===== src/rtl/game_pkg.sv =====
// Shared types and codes for the bomb-game round sequencer.
// Latency: n/a (types and a pure decode function only).
// Backpressure: n/a.
package game_pkg;

  typedef enum logic [2:0] {
    PH_IDLE      = 3'd0,
    PH_CLEAR     = 3'd1,
    PH_COUNT     = 3'd2,
    PH_PLAY      = 3'd3,
    PH_SETTLE    = 3'd4,
    PH_RESULT    = 3'd5,
    PH_MATCH_END = 3'd6
  } phase_t;

  // Gameover codes: which player(s) died
  localparam logic [1:0] GO_NONE = 2'b00;
  localparam logic [1:0] GO_P1   = 2'b01;
  localparam logic [1:0] GO_P2   = 2'b10;
  localparam logic [1:0] GO_BOTH = 2'b11;

  // Round winner codes
  localparam logic [1:0] WIN_NONE = 2'b00;
  localparam logic [1:0] WIN_P1   = 2'b01;
  localparam logic [1:0] WIN_P2   = 2'b10;
  localparam logic [1:0] WIN_DRAW = 2'b11;

  // The survivor wins: a dead p1 means p2 takes the round and vice versa
  function automatic logic [1:0] winner_of(input logic [1:0] code);
    logic [1:0] w;
    case (code)
      GO_P1:   w = WIN_P2;
      GO_P2:   w = WIN_P1;
      GO_BOTH: w = WIN_DRAW;
      default: w = WIN_NONE;
    endcase
    return w;
  endfunction

endpackage


===== src/rtl/sec_timer.sv =====
// One-second tick generator: pulses once every TICKS_PER_SEC cycles.
// Latency: first pulse TICKS_PER_SEC cycles after restart drops.
// Backpressure: none; restart simply zeroes the phase of the prescaler.
module sec_timer #(
  parameter int TICKS_PER_SEC = 30
) (
  input  logic clk,
  input  logic rst_n,
  input  logic restart,
  output logic sec_pulse
);

  localparam int W = (TICKS_PER_SEC > 1) ? $clog2(TICKS_PER_SEC) : 1;
  localparam logic [W-1:0] LAST = W'(TICKS_PER_SEC - 1);

  logic [W-1:0] cnt_q, cnt_d;

  // Wrap at the last tick of the second, or rephase on restart
  always_comb begin
    cnt_d = cnt_q + W'(1);
    if (restart || (cnt_q == LAST)) cnt_d = '0;
  end

  // Prescaler register
  always_ff @(posedge clk or negedge rst_n) begin
    if (!rst_n) cnt_q <= '0;
    else        cnt_q <= cnt_d;
  end

  assign sec_pulse = (cnt_q == LAST);

endmodule


===== src/rtl/round_sequencer.sv =====
// Round/match flow controller: clear, countdown, play, settle, result, match end.
// Latency: all outputs registered; they reflect a new phase on the edge that enters it.
// Backpressure: none; i_start/i_abort are pulses, i_abort has priority over everything.
module round_sequencer
  import game_pkg::*;
#(
  parameter int TICKS_PER_SEC = 30,
  parameter int CLEAR_CYCLES  = 2,
  parameter int COUNT_SEC     = 3,
  parameter int ROUND_SEC     = 120,
  parameter int SETTLE_CYCLES = 2,
  parameter int RESULT_SEC    = 3,
  parameter int WIN_SCORE     = 3
) (
  input  logic       clk,
  input  logic       rst_n,
  input  logic       i_start,
  input  logic       i_abort,
  input  logic [1:0] i_gameover,
  output logic [2:0] o_phase,
  output logic       o_round_clear,
  output logic       o_play_en,
  output logic [3:0] o_countdown,
  output logic [7:0] o_time_left,
  output logic [2:0] o_p1_score,
  output logic [2:0] o_p2_score,
  output logic [1:0] o_round_winner,
  output logic       o_match_over
);

  localparam logic [3:0] CD_INIT  = 4'(COUNT_SEC);
  localparam logic [7:0] TL_INIT  = 8'(ROUND_SEC);
  localparam logic [7:0] RES_INIT = 8'(RESULT_SEC);
  localparam logic [7:0] CLR_LAST = 8'(CLEAR_CYCLES - 1);
  localparam logic [7:0] SET_LAST = 8'(SETTLE_CYCLES - 1);
  localparam logic [2:0] WIN_MAX  = 3'(WIN_SCORE);

  phase_t     state_q, state_d;
  logic       sec_pulse, entering;
  logic [7:0] cyc_q, cyc_d;
  logic [3:0] countdown_q, countdown_d;
  logic [7:0] time_left_q, time_left_d;
  logic [7:0] res_left_q, res_left_d;
  logic [1:0] code_q, code_d;
  logic [1:0] winner_q, winner_d;
  logic [2:0] p1_score_q, p1_score_d;
  logic [2:0] p2_score_q, p2_score_d;
  logic       round_clear_q, round_clear_d;
  logic       play_en_q, play_en_d;
  logic       match_over_q, match_over_d;

  // Any phase change rephases the prescaler so each phase's first second is full length
  assign entering = (state_d != state_q);

  sec_timer #(.TICKS_PER_SEC(TICKS_PER_SEC)) u_sec_timer (
    .clk      (clk),
    .rst_n    (rst_n),
    .restart  (entering),
    .sec_pulse(sec_pulse)
  );

  // Phase register
  always_ff @(posedge clk or negedge rst_n) begin
    if (!rst_n) state_q <= PH_IDLE;
    else        state_q <= state_d;
  end

  // Phase transitions; abort overrides every other cause, including a same-cycle start
  always_comb begin
    state_d = state_q;
    case (state_q)
      PH_IDLE:      if (i_start) state_d = PH_CLEAR;
      PH_CLEAR:     if (cyc_q == CLR_LAST) state_d = PH_COUNT;
      PH_COUNT:     if (sec_pulse && (countdown_q == 4'd1)) state_d = PH_PLAY;
      PH_PLAY: begin
        // A death on the time-out cycle still counts as a death
        if (i_gameover != GO_NONE)                     state_d = PH_SETTLE;
        else if (sec_pulse && (time_left_q == 8'd1))   state_d = PH_RESULT;
      end
      PH_SETTLE:    if (cyc_q == SET_LAST) state_d = PH_RESULT;
      PH_RESULT: begin
        if (sec_pulse && (res_left_q == 8'd1))
          state_d = ((p1_score_q == WIN_MAX) || (p2_score_q == WIN_MAX)) ? PH_MATCH_END : PH_CLEAR;
      end
      PH_MATCH_END: if (i_start) state_d = PH_CLEAR;
      default:      state_d = PH_IDLE;
    endcase
    if (i_abort) state_d = PH_IDLE;
  end

  // Counters, latched gameover code, scores and decoded output flags for the next phase
  always_comb begin
    cyc_d = 8'd0;
    if (!entering && ((state_q == PH_CLEAR) || (state_q == PH_SETTLE))) cyc_d = cyc_q + 8'd1;

    countdown_d = 4'd0;
    if (state_d == PH_COUNT)
      countdown_d = entering ? CD_INIT : (sec_pulse ? countdown_q - 4'd1 : countdown_q);

    // Time left freezes through SETTLE so the display shows when the death happened
    time_left_d = 8'd0;
    if (state_d == PH_PLAY)
      time_left_d = entering ? TL_INIT : (sec_pulse ? time_left_q - 8'd1 : time_left_q);
    else if (state_d == PH_SETTLE)
      time_left_d = time_left_q;

    res_left_d = 8'd0;
    if (state_d == PH_RESULT)
      res_left_d = entering ? RES_INIT : (sec_pulse ? res_left_q - 8'd1 : res_left_q);

    // Accumulate deaths so a second explosion tick can still turn a win into a draw
    code_d = GO_NONE;
    if (state_d == PH_SETTLE) code_d = entering ? i_gameover : (code_q | i_gameover);

    winner_d = WIN_NONE;
    if (state_d == PH_RESULT) begin
      if (!entering)                    winner_d = winner_q;
      else if (state_q == PH_SETTLE)    winner_d = winner_of(code_q | i_gameover);
      else                              winner_d = WIN_DRAW;
    end else if (state_d == PH_MATCH_END) begin
      winner_d = winner_q;
    end

    p1_score_d = p1_score_q;
    p2_score_d = p2_score_q;
    if (entering && (state_d == PH_RESULT)) begin
      if ((winner_d == WIN_P1) && (p1_score_q < WIN_MAX)) p1_score_d = p1_score_q + 3'd1;
      if ((winner_d == WIN_P2) && (p2_score_q < WIN_MAX)) p2_score_d = p2_score_q + 3'd1;
    end
    if ((state_d == PH_IDLE) || ((state_q == PH_MATCH_END) && (state_d == PH_CLEAR))) begin
      p1_score_d = 3'd0;
      p2_score_d = 3'd0;
    end

    round_clear_d = (state_d == PH_CLEAR);
    play_en_d     = (state_d == PH_PLAY);
    match_over_d  = (state_d == PH_MATCH_END);
  end

  // Datapath and output registers
  always_ff @(posedge clk or negedge rst_n) begin
    if (!rst_n) begin
      cyc_q         <= 8'd0;
      countdown_q   <= 4'd0;
      time_left_q   <= 8'd0;
      res_left_q    <= 8'd0;
      code_q        <= GO_NONE;
      winner_q      <= WIN_NONE;
      p1_score_q    <= 3'd0;
      p2_score_q    <= 3'd0;
      round_clear_q <= 1'b0;
      play_en_q     <= 1'b0;
      match_over_q  <= 1'b0;
    end else begin
      cyc_q         <= cyc_d;
      countdown_q   <= countdown_d;
      time_left_q   <= time_left_d;
      res_left_q    <= res_left_d;
      code_q        <= code_d;
      winner_q      <= winner_d;
      p1_score_q    <= p1_score_d;
      p2_score_q    <= p2_score_d;
      round_clear_q <= round_clear_d;
      play_en_q     <= play_en_d;
      match_over_q  <= match_over_d;
    end
  end

  assign o_phase        = state_q;
  assign o_round_clear  = round_clear_q;
  assign o_play_en      = play_en_q;
  assign o_countdown    = countdown_q;
  assign o_time_left    = time_left_q;
  assign o_p1_score     = p1_score_q;
  assign o_p2_score     = p2_score_q;
  assign o_round_winner = winner_q;
  assign o_match_over   = match_over_q;

endmodule


===== config.mk =====
export PLATFORM = sky130hd
export DESIGN_NAME = round_sequencer
export DESIGN_NICKNAME = d
export VERILOG_FILES = /design/src/rtl/game_pkg.sv /design/src/rtl/sec_timer.sv /design/src/rtl/round_sequencer.sv
export SDC_FILE = /design/constraint.sdc
export NUM_CORES = 1
export LEC_CHECK = 0
export CAP_MARGIN = 20
export CORE_MARGIN = 2
export CORE_UTILIZATION = 44
export CTS_CLUSTER_DIAMETER = 150
export DETAILED_ROUTE_END_ITERATION = 12
export GPL_ROUTABILITY_DRIVEN = 0
export PLACE_DENSITY = 0.77
export SYNTH_ARGS = -nofsm -noshare
export SYNTH_HDL_FRONTEND = slang
export SYNTH_SLANG_ARGS = --single-unit

===== constraint.sdc =====
create_clock -name clk -period 7 [get_ports clk]
set_clock_uncertainty 0.1 [all_clocks]
set_input_delay 0.7 -clock clk [delete_from_list [all_inputs] [get_ports clk]]
set_output_delay 0.7 -clock clk [all_outputs]
set_load 0.005 [all_outputs]

==> results.toml <==
[detailed_routing]
wire_per_inst_microns = 15.6
dr_total_vias = 2359
ant_nets = 0
drc = 0
post_drt_via_cell_ratio = 5.93
drt_iter0_drc = 169
wirelength_microns = 6220
drt_first_pass_iters = 6

[setup_path]
slowest_delay_ps = 700
cpMostUsedCell = "ha_1"
critical_path_required_ps = 7100
rr_worst_depth = 9
worst_setup_path_start_kind = "flop"
worstPathArrival_ps = 3760
crit_family = "simple AND/OR/NAND/NOR gates"
crit_cells = 9
path_cells = "ha_1, ha_1, or4b_2, nor4_1, o211ai_1, and2_1, a31oi_1, nand2_1, o2111a_1"
critical_path_class = "reg -> reg"
critPathBufInv = 0
crit_fanout = 11
cp-end-kind = "flop"
slowest_stage = "a31oi_1"

[floorplan]
dieArea_sq_mm = 0.00698
die_w_microns = 83.5
core_area_sq_mm = 0.00603
fp.dieH_microns = 83.5
rows = 28
ioPinCount = 32
initial_core_util_pct = 46.2

[global_route]
grt.total_usage_pct = 18.4
grt_pass1_vias = 2214
antenna_found_initial = 0
grt_first_pass_wirelength_microns = 10700
grt_max_degree = 50
grt_overflow = 0

[clock_tree]
post_cts_buffers = 0
cts_resized = 0
clock_latency_ps = 310
cts_root_buffer = "clkbuf_8"
cts_hold_buffers = 0
clock_path_buffers = 2
cts.sinks = 49
clkTransAtPathRegs_ps = 90
h-tree-depth = 2
cts_buffers = 5
cts_tree = "yes"

[synthesis]
async_flop_share_pct = 100
synth-main-ff-cell = "dfrtp_1"
ys_ff_latch = 49
syn_area_per_cell_sq_um = 9.50
synthCells = 293
syn-num-nets = 313
yosysUniqueCellTypes = 54
ys_seq_area_share_pct = 44.0
syn_area_sq_mm = 0.00278
synth_warnings = 0
synth_edf_count = 0

[pwr]
irDropWorstVdd_mv = 0.145
p_per_area_mw_per_mm2 = 197
p_leak_nw = 1.41
finalPower_mw = 0.646

[sta]
tns_ps = 0
rsz0062_at_grt = "no"
timing.slew.headroom_pct = 40.1
timing.final.crit_share_pct = 52.3
finalHoldViolCount = 0
slew_viol_final = 0
fin_ws_ps = 3340
tightest_slew_ps = 895
fmax_mhz = 273
setup_viol = 0
period_minus_slack_ps = 3660

[cells_and_area]
syn_to_final_growth_pct = 18.0
nNetsFinal = 342
drive_gt1_share_pct = 6.50
layout_common_cells = "49 x dfrtp_1, 44 x nor2_1, 30 x clkdlybuf4s50_1"
fin_util_pct = 54.5
antennaDiodeCount = 0
layout_commonest_cell = "dfrtp_1"

[run]
cap_violations = 0

[place]
hpwl_microns = 4280
dp_worst_setup_slack_ps = 3370
port-buffer-count = 31

[min_path]
hold_class = "in -> async"

[outcome]
outcome = "finished clean"
## path summary, 6_finish.rpt
| check | start | endpoint | slack, ps |
|---|---|---|---|
| worst max-delay path | o_p1_score[0] | o_time_left[3] | 3340 |
| worst min register to register | cyc_q[0] | cyc_q[0] | 400 |
| worst min-delay path | rst_n | res_left_q[7] | 180 |
| min in group clk | cyc_q[0] | cyc_q[0] | 400 |
| worst max register to register | o_p1_score[0] | o_time_left[3] | 3340 |
| max in group asynchronous | rst_n | res_left_q[0] | 6110 |
## through the flow
step | instance area (sq um) | std cells | hold slack [ps]
6_report | 3280 | 398 | 181
5_1_grt | 3280 | 398 | 200
4_1_cts | 3260 | 397 | 402
3_5_place_dp | 3130 | 389 | 390
3_3_place_gp | 3130 | 389 | 379
2_1_floorplan | 2780 | 293 | 304
## layer usage
metal,GRT usage [%],vias to the layer above,routed length [microns],part of all wire (%)
li1,-,1115,-,-
met4,5.87,0,125,2.0
met1,26.6,1119,2860,46
met3,3.07,13,382,6.1
met5,0,-,0,0
met2,28.2,112,2850,46
## layout make-up
class                      instances  area [sq um]
inverter                          12          45.0
timing repair buffer              32           325
clock buffer                       5          68.8
multi-input combinational        222          1460
fill                             521          2740
tap                               75          93.8
sequential                        49          1230
clock inverter                     3          65.1
## sequential cells by signal (all words and copies together) (netlist names)
name	cells
o_play_en	1
o_round_clear	1
code_q	2
o_p1_score	3
o_countdown	4
o_time_left	8
o_p2_score	3
o_match_over	1
o_phase	3
u_sec_timer.cnt_q	5
o_round_winner	2
res_left_q	8
cyc_q	8
## worst register-to-register path: cells and delay by family, from the launching register on
kind	cells	cell delay [ps]
adders and majority gates	2	400
DFF	1	440
and+or+nand+nor	4	1420
AOI/OAI and AO/OA	3	1220
## synthesized netlist by cell type (4+ instances only)
cell / instances / area share (%)
a21oi_1: 8 / 1.4
a31oi_1: 7 / 1.6
and3_1: 5 / 1.1
dfrtp_1: 49 / 44
ha_1: 14 / 6.3
inv_1: 12 / 1.6
nand2_1: 13 / 1.8
nand2b_1: 5 / 1.1
nand3_1: 19 / 3.4
nand4_1: 5 / 1.1
nor2_1: 44 / 5.9
nor3_1: 16 / 2.9
nor4_1: 9 / 2.0
o2111a_1: 4 / 1.6
o21ai_0: 5 / 0.90
xnor2_1: 10 / 3.1
xor2_1: 10 / 3.1
## where the power goes
part / internal (mW) / total [mW] / switching (mW)
sequential: 0.296 / 0.313 / 0.0178
clock: 0.142 / 0.240 / 0.0978
combinational: 0.0360 / 0.0927 / 0.0567
total: 0.474 / 0.646 / 0.172
## kinds of logic after synthesis
group           share of synthesized area, %
mux                                     2.02
simple gates                            26.1
xor+xnor                                6.29
compound gates                          11.7
fa+ha+maj                               6.29
buf+inv                                 3.51
flops                                   44.0
Power figures use the tool's default switching activity.
